===== config.mk =====
export PLATFORM = sky130hd
export DESIGN_NAME = ddr3_line_reader_flat
export DESIGN_NICKNAME = d
export VERILOG_FILES = /design/src/rtl/ddr3_line_reader_if.sv /design/src/rtl/ddr3_line_reader.sv /design/src/flat_wrapper.sv
export SDC_FILE = /design/constraint.sdc
export NUM_CORES = 1
export LEC_CHECK = 0
export BUFFER_PORTS_ARGS = -buffer_cell sky130_fd_sc_hd__clkbuf_2
export CAP_MARGIN = 20
export CORE_AREA = 2 2 476 478
export CTS_CLUSTER_DIAMETER = 200
export DETAILED_ROUTE_END_ITERATION = 12
export DIE_AREA = 0 0 478 480
export HOLD_SLACK_MARGIN = 0.12
export MAX_ROUTING_LAYER = met4
export PLACE_DENSITY = 0.46
export SLEW_MARGIN = 20
export SYNTH_ARGS = -nofsm -noshare
export SYNTH_HDL_FRONTEND = slang
export SYNTH_SLANG_ARGS = --single-unit

===== constraint.sdc =====
create_clock -name ddr3_clk -period 2.75 [get_ports ddr3_clk]
set_input_delay 0.55 -clock ddr3_clk [delete_from_list [all_inputs] [get_ports ddr3_clk]]
set_output_delay 0.55 -clock ddr3_clk [all_outputs]
set_load 0.005 [all_outputs]

===== src/rtl/ddr3_line_reader_if.sv =====
// ddr3_line_reader_if
//   Bundles the line-request handshake, the Avalon-MM read command/response
//   signals and the assembled-line output of ddr3_line_reader.
//   Modports:
//     master : client + memory side (drives requests, Avalon ready/read data)
//     slave  : the line reader itself
//   Signals:
//     rd_valid/rd_ready/rd_addr/rd_tag      line request handshake
//     ddr3_avl_*                            Avalon-MM read command / data
//     line_valid/line_data/line_tag         assembled line delivery
//     ddr3_rd_err                           sticky protocol error
interface ddr3_line_reader_if #(
    parameter int DATA_W     = 128,
    parameter int ADDR_W     = 26,
    parameter int LINE_BEATS = 8,
    parameter int BURST_LEN  = 4,
    parameter int RD_ADDR_W  = 10,
    parameter int TAG_W      = 4
);
    localparam int SIZE_W = $clog2(BURST_LEN) + 1;
    localparam int LINE_W = LINE_BEATS * DATA_W;

    logic                 rd_valid;
    logic                 rd_ready;
    logic [RD_ADDR_W-1:0] rd_addr;
    logic [TAG_W-1:0]     rd_tag;

    logic                 ddr3_avl_ready;
    logic                 ddr3_avl_read_req;
    logic                 ddr3_avl_burstbegin;
    logic [ADDR_W-1:0]    ddr3_avl_addr;
    logic [SIZE_W-1:0]    ddr3_avl_size;
    logic [DATA_W-1:0]    ddr3_avl_rdata;
    logic                 ddr3_avl_rdata_valid;

    logic                 line_valid;
    logic [LINE_W-1:0]    line_data;
    logic [TAG_W-1:0]     line_tag;
    logic                 ddr3_rd_err;

    modport master (
        output rd_valid, rd_addr, rd_tag,
        output ddr3_avl_ready, ddr3_avl_rdata, ddr3_avl_rdata_valid,
        input  rd_ready,
        input  ddr3_avl_read_req, ddr3_avl_burstbegin, ddr3_avl_addr, ddr3_avl_size,
        input  line_valid, line_data, line_tag, ddr3_rd_err
    );

    modport slave (
        input  rd_valid, rd_addr, rd_tag,
        input  ddr3_avl_ready, ddr3_avl_rdata, ddr3_avl_rdata_valid,
        output rd_ready,
        output ddr3_avl_read_req, ddr3_avl_burstbegin, ddr3_avl_addr, ddr3_avl_size,
        output line_valid, line_data, line_tag, ddr3_rd_err
    );
endinterface


===== src/rtl/ddr3_line_reader.sv =====
// ddr3_line_reader
//   Fetches one wide line from DDR3 through the Avalon-MM read port. A line
//   request is split into LINE_BEATS/BURST_LEN burst read commands; returned
//   DATA_W-bit beats are assembled into a LINE_BEATS*DATA_W-bit line which is
//   delivered with a one-cycle line_valid strobe and the request tag.
//   Ports:
//     ddr3_clk  clock, all logic on the rising edge
//     reset_n   asynchronous, active-low reset
//     bus       ddr3_line_reader_if.slave (request, Avalon read, line output)
//   Build option:
//     DDR3_LINE_READER_ERR_EN  when defined, ddr3_rd_err latches any read beat
//                              that arrives while no line is outstanding;
//                              otherwise ddr3_rd_err is tied low.
module ddr3_line_reader #(
    parameter int DATA_W     = 128,
    parameter int ADDR_W     = 26,
    parameter int LINE_BEATS = 8,
    parameter int BURST_LEN  = 4,
    parameter int RD_ADDR_W  = 10,
    parameter int TAG_W      = 4
) (
    input  logic             ddr3_clk,
    input  logic             reset_n,
    ddr3_line_reader_if.slave bus
);
    localparam int NBURST = LINE_BEATS / BURST_LEN;
    localparam int OFS_W  = $clog2(LINE_BEATS);
    localparam int BEAT_W = (LINE_BEATS > 1) ? OFS_W : 1;
    localparam int BCNT_W = (NBURST > 1) ? $clog2(NBURST) : 1;
    localparam int SIZE_W = $clog2(BURST_LEN) + 1;
    localparam int LINE_W = LINE_BEATS * DATA_W;

    typedef enum logic [1:0] {
        IDLE      = 2'd0,
        CMD       = 2'd1,
        WAIT_DATA = 2'd2
    } state_t;

    state_t              state;
    logic                armed;      // low until the first clock after reset release
    logic [BCNT_W-1:0]   burst_cnt;
    logic [BEAT_W-1:0]   beat_cnt;
    logic [TAG_W-1:0]    tag_q;

    logic                read_req;
    logic                burstbegin;
    logic [ADDR_W-1:0]   avl_addr;
    logic                line_valid;
    logic [LINE_W-1:0]   line_data;
    logic [TAG_W-1:0]    line_tag;

    logic                beat_take;
    logic                last_beat;
    logic                cmd_accept;
    logic                last_burst;

    // Beats only count while a line is outstanding; the counter is decoupled
    // from command issue so data may overtake later, still-stalled commands.
    assign beat_take  = bus.ddr3_avl_rdata_valid && (state != IDLE);
    assign last_beat  = (beat_cnt == BEAT_W'(LINE_BEATS - 1));
    assign cmd_accept = (state == CMD) && read_req && bus.ddr3_avl_ready;
    assign last_burst = (burst_cnt == BCNT_W'(NBURST - 1));

    always_ff @(posedge ddr3_clk or negedge reset_n) begin
        if (!reset_n) begin
            state      <= IDLE;
            armed      <= 1'b0;
            burst_cnt  <= '0;
            beat_cnt   <= '0;
            tag_q      <= '0;
            read_req   <= 1'b0;
            burstbegin <= 1'b0;
            avl_addr   <= '0;
            line_valid <= 1'b0;
            line_data  <= '0;
            line_tag   <= '0;
        end else begin
            armed      <= 1'b1;
            line_valid <= 1'b0;

            case (state)
                IDLE: begin
                    if (bus.rd_valid && armed) begin
                        tag_q      <= bus.rd_tag;
                        avl_addr   <= ADDR_W'(bus.rd_addr) << OFS_W;
                        burst_cnt  <= '0;
                        read_req   <= 1'b1;
                        burstbegin <= 1'b1;
                        state      <= CMD;
                    end
                end
                CMD: begin
                    if (cmd_accept) begin
                        if (last_burst) begin
                            read_req   <= 1'b0;
                            burstbegin <= 1'b0;
                            state      <= WAIT_DATA;
                        end else begin
                            avl_addr  <= avl_addr + ADDR_W'(BURST_LEN);
                            burst_cnt <= burst_cnt + 1'b1;
                        end
                    end
                end
                default: ;
            endcase

            if (beat_take) begin
                line_data[beat_cnt*DATA_W +: DATA_W] <= bus.ddr3_avl_rdata;
                // The previous line stays visible until the new line's first beat lands.
                if (beat_cnt == '0) begin
                    line_tag <= tag_q;
                end
                if (last_beat) begin
                    beat_cnt   <= '0;
                    line_valid <= 1'b1;
                    read_req   <= 1'b0;
                    burstbegin <= 1'b0;
                    state      <= IDLE;
                end else begin
                    beat_cnt <= beat_cnt + 1'b1;
                end
            end
        end
    end

    assign bus.rd_ready            = (state == IDLE) && armed;
    assign bus.ddr3_avl_read_req   = read_req;
    assign bus.ddr3_avl_burstbegin = burstbegin;
    assign bus.ddr3_avl_addr       = avl_addr;
    assign bus.ddr3_avl_size       = SIZE_W'(BURST_LEN);
    assign bus.line_valid          = line_valid;
    assign bus.line_data           = line_data;
    assign bus.line_tag            = line_tag;

`ifdef DDR3_LINE_READER_ERR_EN
    logic rd_err;

    // A beat with no outstanding line means the controller returned data we
    // never asked for; remember it until reset.
    always_ff @(posedge ddr3_clk or negedge reset_n) begin
        if (!reset_n) begin
            rd_err <= 1'b0;
        end else if (bus.ddr3_avl_rdata_valid && (state == IDLE)) begin
            rd_err <= 1'b1;
        end
    end

    assign bus.ddr3_rd_err = rd_err;
`else
    assign bus.ddr3_rd_err = 1'b0;
`endif

endmodule


===== src/flat_wrapper.sv =====
// flat-port wrapper written by rule: the top's interface ports become plain ports
module ddr3_line_reader_flat 
#(
    parameter int DATA_W     = 128,
    parameter int ADDR_W     = 26,
    parameter int LINE_BEATS = 8,
    parameter int BURST_LEN  = 4,
    parameter int RD_ADDR_W  = 10,
    parameter int TAG_W      = 4
)
  (ddr3_clk, reset_n, bus_rd_valid, bus_rd_addr, bus_rd_tag, bus_ddr3_avl_ready, bus_ddr3_avl_rdata, bus_ddr3_avl_rdata_valid, bus_rd_ready, bus_ddr3_avl_read_req, bus_ddr3_avl_burstbegin, bus_ddr3_avl_addr, bus_ddr3_avl_size, bus_line_valid, bus_line_data, bus_line_tag, bus_ddr3_rd_err);
  ddr3_line_reader_if #(.DATA_W(DATA_W), .ADDR_W(ADDR_W), .LINE_BEATS(LINE_BEATS), .BURST_LEN(BURST_LEN), .RD_ADDR_W(RD_ADDR_W), .TAG_W(TAG_W)) bus_i ();
  input  logic ddr3_clk;
  input  logic reset_n;
  input wire logic [$bits(bus_i.rd_valid)-1:0] bus_rd_valid;
  input wire logic [$bits(bus_i.rd_addr)-1:0] bus_rd_addr;
  input wire logic [$bits(bus_i.rd_tag)-1:0] bus_rd_tag;
  input wire logic [$bits(bus_i.ddr3_avl_ready)-1:0] bus_ddr3_avl_ready;
  input wire logic [$bits(bus_i.ddr3_avl_rdata)-1:0] bus_ddr3_avl_rdata;
  input wire logic [$bits(bus_i.ddr3_avl_rdata_valid)-1:0] bus_ddr3_avl_rdata_valid;
  output wire logic [$bits(bus_i.rd_ready)-1:0] bus_rd_ready;
  output wire logic [$bits(bus_i.ddr3_avl_read_req)-1:0] bus_ddr3_avl_read_req;
  output wire logic [$bits(bus_i.ddr3_avl_burstbegin)-1:0] bus_ddr3_avl_burstbegin;
  output wire logic [$bits(bus_i.ddr3_avl_addr)-1:0] bus_ddr3_avl_addr;
  output wire logic [$bits(bus_i.ddr3_avl_size)-1:0] bus_ddr3_avl_size;
  output wire logic [$bits(bus_i.line_valid)-1:0] bus_line_valid;
  output wire logic [$bits(bus_i.line_data)-1:0] bus_line_data;
  output wire logic [$bits(bus_i.line_tag)-1:0] bus_line_tag;
  output wire logic [$bits(bus_i.ddr3_rd_err)-1:0] bus_ddr3_rd_err;
  assign bus_i.rd_valid = bus_rd_valid;
  assign bus_i.rd_addr = bus_rd_addr;
  assign bus_i.rd_tag = bus_rd_tag;
  assign bus_i.ddr3_avl_ready = bus_ddr3_avl_ready;
  assign bus_i.ddr3_avl_rdata = bus_ddr3_avl_rdata;
  assign bus_i.ddr3_avl_rdata_valid = bus_ddr3_avl_rdata_valid;
  assign bus_rd_ready = bus_i.rd_ready;
  assign bus_ddr3_avl_read_req = bus_i.ddr3_avl_read_req;
  assign bus_ddr3_avl_burstbegin = bus_i.ddr3_avl_burstbegin;
  assign bus_ddr3_avl_addr = bus_i.ddr3_avl_addr;
  assign bus_ddr3_avl_size = bus_i.ddr3_avl_size;
  assign bus_line_valid = bus_i.line_valid;
  assign bus_line_data = bus_i.line_data;
  assign bus_line_tag = bus_i.line_tag;
  assign bus_ddr3_rd_err = bus_i.ddr3_rd_err;
  ddr3_line_reader #(.DATA_W(DATA_W), .ADDR_W(ADDR_W), .LINE_BEATS(LINE_BEATS), .BURST_LEN(BURST_LEN), .RD_ADDR_W(RD_ADDR_W), .TAG_W(TAG_W)) u_core (.ddr3_clk(ddr3_clk), .reset_n(reset_n), .bus(bus_i));
endmodule

==> results.rst, run 1 <==
.. list-table::
   :header-rows: 1

   * - Metric
     - Value
   * - Signed area change from the synthesized netlist to the final layout
     - 36.7%
   * - Finished Layout Cells
     - 7558
   * - Number of synthesized register bits
     - 1066
   * - Standard-cell row count
     - 174
   * - Final count of hold timing violations
     - 0
   * - Async S/R FF share, synth
     - 100%
   * - Highest clock rate
     - 373 MHz
   * - Standard cell core area
     - 0.224 mm^2
   * - Number of distinct library cell variants in the gate-level netlist after synthesis
     - 55
   * - Top cells by area, synth
     - sky130_fd_sc_hd__dfrtp_1 64%, sky130_fd_sc_hd__mux2_2 16%, sky130_fd_sc_hd__nand2_1 5.3%
   * - Type of origin of the critical path
     - register
   * - Met2 WL
     - 88.2 mm
   * - Length of the first detailed-routing pass in iterations
     - 4
   * - Worst Hold Class
     - input port to register
   * - Max Slew Vio Count
     - 0
   * - Net Sw Frac
     - 35.6%
   * - Required time at the endpoint of the critical path
     - 3.37 ns
   * - Number of clock sinks seen by CTS
     - 1066
   * - DR WL met3
     - 13.1 mm
   * - TritonCTS clock tree
     - yes
   * - Routed via count
     - 30000
   * - Antenna violations before repair
     - 14
   * - Slowest-stage cell, CP
     - sky130_fd_sc_hd__or4_4
   * - Most frequent cell on the critical path
     - sky130_fd_sc_hd__ha_1
   * - Die X-Extent
     - 478 um
   * - GR Overflow Total
     - 0
   * - First-pass GRT wire length
     - 249 mm
   * - Count of nets after finishing
     - 4614
   * - Measured slew at the worst slew-check pin
     - 0.911 ns
   * - Top layer used by detailed routing
     - met4
   * - Switching power total
     - 23.3 mW
   * - Final Critical Period
     - 2.68 ns
   * - Share of Yosys cell area claimed by the top area cell type
     - 64.3%
   * - Comb pwr share
     - 35.2%
   * - Warning count from the yosys run
     - 0
   * - Iteration-0 DRC Markers
     - 1445
   * - Maximum vdd ir drop
     - 0.621 mV
   * - Critical Path End Type
     - register
   * - Startpoint-to-endpoint class of the critical path
     - register to register
   * - Maximum number of pins on one net before global-route repair
     - 141
   * - Via density per instance
     - 3.97
   * - Routed met1 length
     - 70.1 mm
   * - Depth of the CTS H-tree
     - 3
   * - Mean cell area of the mapped netlist
     - 13.3 um^2
   * - Leakage
     - 28.2 nW
   * - Status
     - completed
   * - Total power per unit cell area
     - 1150 mW/mm^2
   * - Die footprint
     - 0.229 mm^2
   * - Number of setup violations in the final report
     - 0
   * - Placed cell count
     - 7244
   * - Total Wirelength
     - 178 mm
   * - Arrival time worst endpoint
     - 3.31 ns
   * - Residual antenna-violating net count after detailed routing
     - 0
   * - Layout cells sized above 1
     - 49.0%
   * - Highest cell delay on the worst timing path
     - 0.57 ns
   * - Clock Path Buffers
     - 3
   * - Internal power summed over all cells
     - 42.1 mW
   * - Most repeated cell in the gate-level netlist after synthesis
     - sky130_fd_sc_hd__dfrtp_1
   * - Number of filler instances in the final layout
     - 23700
   * - Highest net fanout along the worst path
     - 140
   * - Headroom to the max-slew limit
     - 39.3%
   * - Max-capacitance violation count
     - 0
   * - Fin crit share
     - 97.6%
   * - I/O pin total
     - 1209
   * - Cell-by-cell listing of the critical path
     - inv_2 > ha_1 > ha_1 > or2_1 > or4_4 > buf_12 > nand2_1 > o21ai_0
   * - Vertical die dimension
     - 480 um
   * - Final routed DRC violation total
     - 0
   * - Area of the mapped netlist
     - 0.0415 mm^2
   * - Setup repair after global routing missed its margin
     - true
   * - Number of global-route vias before repair
     - 31300
   * - Port bufs
     - 1202
   * - Number of standard cells after synthesis
     - 3114
   * - Clk_lat worst skew
     - 0.79 ns
   * - Predominant post-synthesis flop cell
     - sky130_fd_sc_hd__dfrtp_1
   * - Total setup buffers inserted after CTS
     - 0
   * - Register cell area after layout
     - 0.0267 mm^2
   * - Proportion of power drawn by flip-flops and latches
     - 39.3%
   * - Register clock-pin slew on the reported worst setup and hold paths
     - 0.06 ns
   * - Final weighted congestion in routability-driven placement
     - 0.837
   * - Bufs and invs on worst path
     - 2
   * - Total CTS buffers
     - 120
   * - Starting density of the core
     - 18.5%
   * - Routed length per placed instance
     - 23.5 um
   * - Area of the multi-input gates
     - 0.0137 mm^2
   * - Critical path's top delay family
     - simple AND/OR/NAND/NOR gates
   * - Total Negative Setup Slacks
     - 0 ns
   * - Dominant cell type by area after synthesis
     - sky130_fd_sc_hd__dfrtp_1
   * - Share of power burned in the clock network
     - 25.5%
   * - GRT Resource Usage Total
     - 15.5%
   * - Cell at the root of the clock tree
     - sky130_fd_sc_hd__clkbuf_16
   * - Number of synthesized flops with an enable pin
     - 0
   * - Post-synth top cells
     - 1066 x sky130_fd_sc_hd__dfrtp_1, 587 x sky130_fd_sc_hd__nand2_1, 573 x sky130_fd_sc_hd__mux2_2
   * - Post-Route Skew
     - 0.0733 ns
   * - HPWL after detailed placement
     - 133 mm
   * - Part of the Yosys area used for sequential elements
     - 64.3%
stage by stage:
step                setup slack [ns]  instance area [um^2]  power (mW)  utilization, %  hold slack [ns]
floorplan                      0.339                 41500        35.4               -            0.254
global placement              0.0762                 51700        49.1            23.1            0.456
detailed placement            0.0764                 51700        49.4            23.1            0.466
CTS                            0.104                 56600        66.5            25.3            0.123
global route                -0.00485                 56600        69.4            25.3            0.147
finish                        0.0662                 56700        65.4            25.3            0.204
cells by family (layout without fill, tap and decap cells):
family | after synthesis | count (layout) | synth area share [%]
AO/OA/AOI/OAI | 393 | 393 | 4.95
adder cells (fa/ha/maj) | 6 | 6 | 0.181
buffers and inverters | 206 | 1643 | 2.77
flip-flops | 1066 | 1066 | 64.3
multiplexers | 701 | 701 | 20.1
other | 2 | 17 | 0.0181
AND/OR/NAND/NOR | 740 | 740 | 7.64
per-layer routing:
| layer | GRT usage, % | vias to the layer above |
|---|---|---|
| met5 | - | - |
| met4 | 5.40 | 0 |
| met3 | 4.58 | 233 |
| met2 | 26.1 | 1132 |
| met1 | 17.4 | 15300 |
| li1 | - | 13300 |
cells in the final DEF, fill, tap and decap left out, types with 9 or more instances in the layout:
cell type and instances:
sky130_fd_sc_hd__o21ai_0 294, sky130_fd_sc_hd__dlygate4sd3_1 87, sky130_fd_sc_hd__clkbuf_8 23, sky130_fd_sc_hd__clkinv_2 23
sky130_fd_sc_hd__clkbuf_1 26, sky130_fd_sc_hd__bufinv_16 9, sky130_fd_sc_hd__nand2b_1 11, sky130_fd_sc_hd__diode_2 10
sky130_fd_sc_hd__a21oi_1 20, sky130_fd_sc_hd__buf_4 88, sky130_fd_sc_hd__dfrtp_1 1065, sky130_fd_sc_hd__clkbuf_2 1201
sky130_fd_sc_hd__o21ai_1 49, sky130_fd_sc_hd__mux2_4 120, sky130_fd_sc_hd__clkbuf_16 121, sky130_fd_sc_hd__nand2_1 586
sky130_fd_sc_hd__buf_12 42, sky130_fd_sc_hd__and2_1 80, sky130_fd_sc_hd__mux2_2 573
sequential cells by signal, indices dropped and copies added (netlist names):
register,count
u_core.armed,1
u_core.beat_cnt,3
u_core.burst_cnt,1
u_core.bus.ddr3_avl_addr,24
u_core.bus.ddr3_avl_burstbegin,1
u_core.bus.ddr3_avl_read_req,1
u_core.bus.line_data,1024
u_core.bus.line_tag,4
u_core.bus.line_valid,1
u_core.state,2
u_core.tag_q,4
cell type report:
cell class	count	area share [%]
timing repair buffer	1419	14.8
antenna	10	0.0442
clock inverter	47	1.14
tap	2992	6.61
inverter	7	0.0464
clock buffer	170	6.07
sequential	1066	47.1
multi-input combinational	1847	24.2
final timing paths:
kind	startpoint	end	cells after the start	slack (ns)
worst min-delay path	bus_ddr3_avl_rdata[118]	u_core.bus.line_data[758]	3	0.20
min in group asynchronous	reset_n	u_core.bus.line_data[295]	2	0.38
worst min register to register	u_core.tag_q[2]	u_core.tag_q[2]	2	0.48
max in group asynchronous	reset_n	u_core.bus.line_data[93]	3	1.40
worst max-delay path	u_core.beat_cnt[0]	u_core.bus.line_data[856]	8	0.07
worst max register to register	u_core.beat_cnt[0]	u_core.bus.line_data[856]	8	0.07
power by group through the flow:
| stage | clock (mW) | combinational, mW | sequential (mW) |
|---|---|---|---|
| final | 16.6 | 23.0 | 25.7 |
| after global routing | 17.8 | 25.1 | 26.5 |
| after CTS | 17.2 | 23.6 | 25.7 |
| after detailed placement | 0 | 23.5 | 25.9 |
| after global placement | 0 | 23.4 | 25.7 |
| after floorplan | 0 | 9.70 | 25.7 |
tightest hold or removal path: cells and delay by family:
kind / cells / cell delay (ns)
compound gates: 1 / 0.07
simple gates: 1 / 0.09
buf+inv: 1 / 0.19
repair_timing:
| item | 4_1_cts | 5_1_grt |
|---|---|---|
| setup endpoints to repair | 0 | 10 |
| hold buffers | 87 | 0 |
| resized for setup | 0 | 2 |
| hold endpoints to repair | 323 | 0 |
No activity file was read; power rests on OpenSTA's default activity.
==> run 2, diff against run 1 <==
--- a/config.mk
+++ b/config.mk
@@ -5,12 +5,13 @@
 export SDC_FILE = /design/constraint.sdc
 export NUM_CORES = 1
 export LEC_CHECK = 0
+export ABC_AREA = 1
 export BUFFER_PORTS_ARGS = -buffer_cell sky130_fd_sc_hd__clkbuf_2
 export CAP_MARGIN = 20
-export CORE_AREA = 2 2 476 478
+export CORE_AREA = 2 2 473 475
 export CTS_CLUSTER_DIAMETER = 200
 export DETAILED_ROUTE_END_ITERATION = 12
-export DIE_AREA = 0 0 478 480
+export DIE_AREA = 0 0 475 477
 export HOLD_SLACK_MARGIN = 0.12
 export MAX_ROUTING_LAYER = met4
 export PLACE_DENSITY = 0.46
==> constraint.sdc (replaced) <==
create_clock -name ddr3_clk -period 3.1 [get_ports ddr3_clk]
set_input_delay 0.62 -clock ddr3_clk [delete_from_list [all_inputs] [get_ports ddr3_clk]]
set_output_delay 0.62 -clock ddr3_clk [all_outputs]
set_load 0.005 [all_outputs]
==> results.rst, run 2 <==
.. list-table::
   :header-rows: 1

   * - Metric
     - Value
   * - Cell-by-cell listing of the critical path
     - inv_2 > ha_4 > ha_1 > nor2_4 > inv_2 > nor2_2 > nand4_1 > buf_12 > nand2_1 > o21ai_1
   * - Share of Yosys cell area claimed by the top area cell type
     - 65.3%
   * - Length of the first detailed-routing pass in iterations
     - 7
   * - Most repeated cell in the gate-level netlist after synthesis
     - sky130_fd_sc_hd__nand2_1
   * - Critical Path End Type
     - register
   * - Headroom to the max-slew limit
     - 37.7%
   * - Type of origin of the critical path
     - register
   * - Vertical die dimension
     - 477 um
   * - Number of flip-flops in the largest register
     - 1024
   * - Number of filler instances in the final layout
     - 24000
   * - Starting density of the core
     - 18.4%
   * - Number of synthesized register bits
     - 1066
   * - Post-cts resize count
     - 0
   * - Part of the Yosys area used for sequential elements
     - 65.3%
   * - Layout cells sized above 1
     - 28.5%
   * - Status
     - completed
   * - Final Critical Period
     - 2.74 ns
   * - Total Negative Setup Slacks
     - 0 ns
   * - Highest net fanout along the worst path
     - 112
   * - Arrival time worst endpoint
     - 3.38 ns
   * - Slowest-stage cell, CP
     - sky130_fd_sc_hd__dfrtp_4
   * - Hold path depth
     - 3
   * - HPWL after detailed placement
     - 145 mm
   * - Iteration-0 DRC Markers
     - 2601
   * - GRT Resource Usage Total
     - 17.4%
   * - Die footprint
     - 0.227 mm^2
   * - Count of nets after finishing
     - 5569
   * - Critical path's top delay family
     - simple AND/OR/NAND/NOR gates
   * - Final routed DRC violation total
     - 0
   * - Via density per instance
     - 4.20
   * - Predominant post-synthesis flop cell
     - sky130_fd_sc_hd__dfrtp_1
   * - Setup repair after global routing missed its margin
     - false
   * - Antenna violations before repair
     - 14
   * - Total Power
     - 56.3 mW
   * - Clk_lat worst skew
     - 0.79 ns
   * - First-pass GRT wire length
     - 276 mm
   * - Depth of the CTS H-tree
     - 3
   * - Leakage
     - 27.5 nW
   * - Final count of hold timing violations
     - 0
   * - Total Wirelength
     - 197 mm
   * - Area of the mapped netlist
     - 0.0409 mm^2
   * - Post-synth top cells
     - 1274 x sky130_fd_sc_hd__nand2_1, 1066 x sky130_fd_sc_hd__dfrtp_1, 666 x sky130_fd_sc_hd__o21ai_0
   * - Highest cell delay on the worst timing path
     - 0.46 ns
   * - Highest clock rate
     - 365 MHz
   * - Max Slew Vio Count
     - 0
   * - Number of setup violations in the final report
     - 0
   * - Total setup buffers inserted after CTS
     - 0
   * - Total CTS buffers
     - 120
   * - Mean cell area of the mapped netlist
     - 9.79 um^2
   * - Maximum vdd ir drop
     - 1.03 mV
   * - Most frequent cell on the critical path
     - sky130_fd_sc_hd__inv_2
   * - Number of distinct library cell variants in the gate-level netlist after synthesis
     - 34
   * - Top cells by area, synth
     - sky130_fd_sc_hd__dfrtp_1 65%, sky130_fd_sc_hd__nand2_1 12%, sky130_fd_sc_hd__o21ai_0 8.2%
   * - Die X-Extent
     - 475 um
   * - Logic depth of the worst setup path including buffers
     - 10
   * - Routed via count
     - 35700
   * - Required time at the endpoint of the critical path
     - 3.75 ns
   * - Dominant cell type by area after synthesis
     - sky130_fd_sc_hd__dfrtp_1
   * - Number of cells traversed by the worst register-to-register path
     - 10
   * - Most common cell after layout, fill and taps aside
     - sky130_fd_sc_hd__nand2_1
   * - Routed length per placed instance
     - 23.2 um
   * - TritonCTS clock tree
     - yes
   * - Startpoint-to-endpoint class of the critical path
     - register to register
   * - Standard-cell row count
     - 173
   * - Hold buffer count at CTS
     - 101
   * - Register clock-pin slew on the reported worst setup and hold paths
     - 0.06 ns
   * - Worst Hold Class
     - input port to register
   * - Number of synthesized flops with an enable pin
     - 0
   * - Measured slew at the worst slew-check pin
     - 0.935 ns
   * - Post-Route Skew
     - 0.0755 ns
   * - Async S/R FF share, synth
     - 100%
   * - Bufs and invs on worst path
     - 3
   * - Number of global-route vias before repair
     - 35200
   * - Signed area change from the synthesized netlist to the final layout
     - 36.6%
   * - Residual antenna-violating net count after detailed routing
     - 0
   * - Clock Path Buffers
     - 3
   * - Total power per unit cell area
     - 1010 mW/mm^2
   * - Largest reg by FF count
     - u_core.bus.line_data
   * - Fin crit share
     - 88.3%
   * - Number of clock sinks seen by CTS
     - 1066
   * - Number of standard cells after synthesis
     - 4174
   * - Warning count from the yosys run
     - 0
   * - I/O pin total
     - 1209
   * - Port bufs
     - 1202
   * - Maximum number of pins on one net before global-route repair
     - 127
   * - Commonest cells after routing, fill and taps aside
     - 1274 x sky130_fd_sc_hd__nand2_1, 1201 x sky130_fd_sc_hd__clkbuf_2, 1065 x sky130_fd_sc_hd__dfrtp_1
   * - Cell at the root of the clock tree
     - sky130_fd_sc_hd__clkbuf_16
   * - Final weighted congestion in routability-driven placement
     - 0.872
   * - GR Overflow Total
     - 0
   * - Max-capacitance violation count
     - 0
   * - Standard cell core area
     - 0.221 mm^2
-- run 2: worst paths after layout --
path / slack (ns) / start / to
max: 0.36 / u_core.beat_cnt[0] / u_core.bus.line_data[334]
min: 0.21 / bus_ddr3_avl_rdata[101] / u_core.bus.line_data[357]
max reg2reg: 0.36 / u_core.beat_cnt[0] / u_core.bus.line_data[334]
min reg2reg: 0.48 / u_core.bus.line_data[666] / u_core.bus.line_data[666]
max in group asynchronous: 1.38 / reset_n / u_core.bus.line_data[860]
min in group asynchronous: 0.38 / reset_n / u_core.bus.line_data[118]
-- run 2: final cells by class --
| class | count | area (um^2) | area share [%] |
|---|---|---|---|
| inverter | 173 | 669 | 1.20 |
| antenna | 12 | 30.0 | 0.0538 |
| timing repair buffer | 1429 | 8470 | 15.2 |
| sequential | 1066 | 26700 | 47.8 |
| tap | 2975 | 3720 | 6.67 |
| multi-input combinational | 2626 | 12300 | 22.0 |
| clock buffer | 185 | 3550 | 6.36 |
| clock inverter | 34 | 419 | 0.751 |
-- run 2: worst reg2reg max path: cells and delay by family (launching register included) --
family                   cells  cell delay (ns)
adder cells (fa/ha/maj)      2             0.44
AO/OA/AOI/OAI                1             0.08
buffers and inverters        3             0.42
flip-flops                   1             0.46
AND/OR/NAND/NOR              4             1.19
-- run 2: report_power, final --
group | leakage, nW | internal (mW) | total (mW) | switching [mW]
combinational | 11.5 | 6.60 | 20.5 | 13.9
clock | 1.93 | 8.13 | 14.5 | 6.34
sequential | 14.1 | 18.4 | 21.2 | 2.87
-- run 2: metrics by stage --
step | cells | setup slack, ns | instance area (um^2) | hold WS [ns] | util [%]
final | 8500 | 0.362 | 55800 | 0.209 | 25.2
after detailed placement | 8168 | 0.402 | 50800 | 0.468 | 22.9
after CTS | 8488 | 0.366 | 55800 | 0.122 | 25.2
after floorplan | 4179 | 0.887 | 40900 | 0.324 | -
after global placement | 8168 | 0.443 | 50800 | 0.465 | 22.9
after global routing | 8496 | 0.201 | 55800 | 0.167 | 25.2
-- run 2: logic make-up (layout without fill, tap and decap cells) --
| family | Yosys count | after routing | synth area share [%] |
|---|---|---|---|
| AO/OA/AOI/OAI | 1055 | 1055 | 14.1 |
| XOR/XNOR | 2 | 2 | 0.0429 |
| adder cells (fa/ha/maj) | 6 | 6 | 0.184 |
| buffers and inverters | 487 | 1821 | 4.85 |
| flip-flops | 1066 | 1066 | 65.3 |
| multiplexers | 4 | 4 | 0.110 |
| other | 2 | 19 | 0.0184 |
| AND/OR/NAND/NOR | 1552 | 1552 | 15.4 |
-- run 2: routing by layer --
metal | vias to the layer above | GRT usage (%) | share of wire, %
li1 | 16400 | - | -
met1 | 17600 | 20.7 | 41
met2 | 1433 | 28.1 | 48
met3 | 256 | 4.37 | 7.6
met4 | 0 | 6.39 | 3.6
met5 | - | - | 0
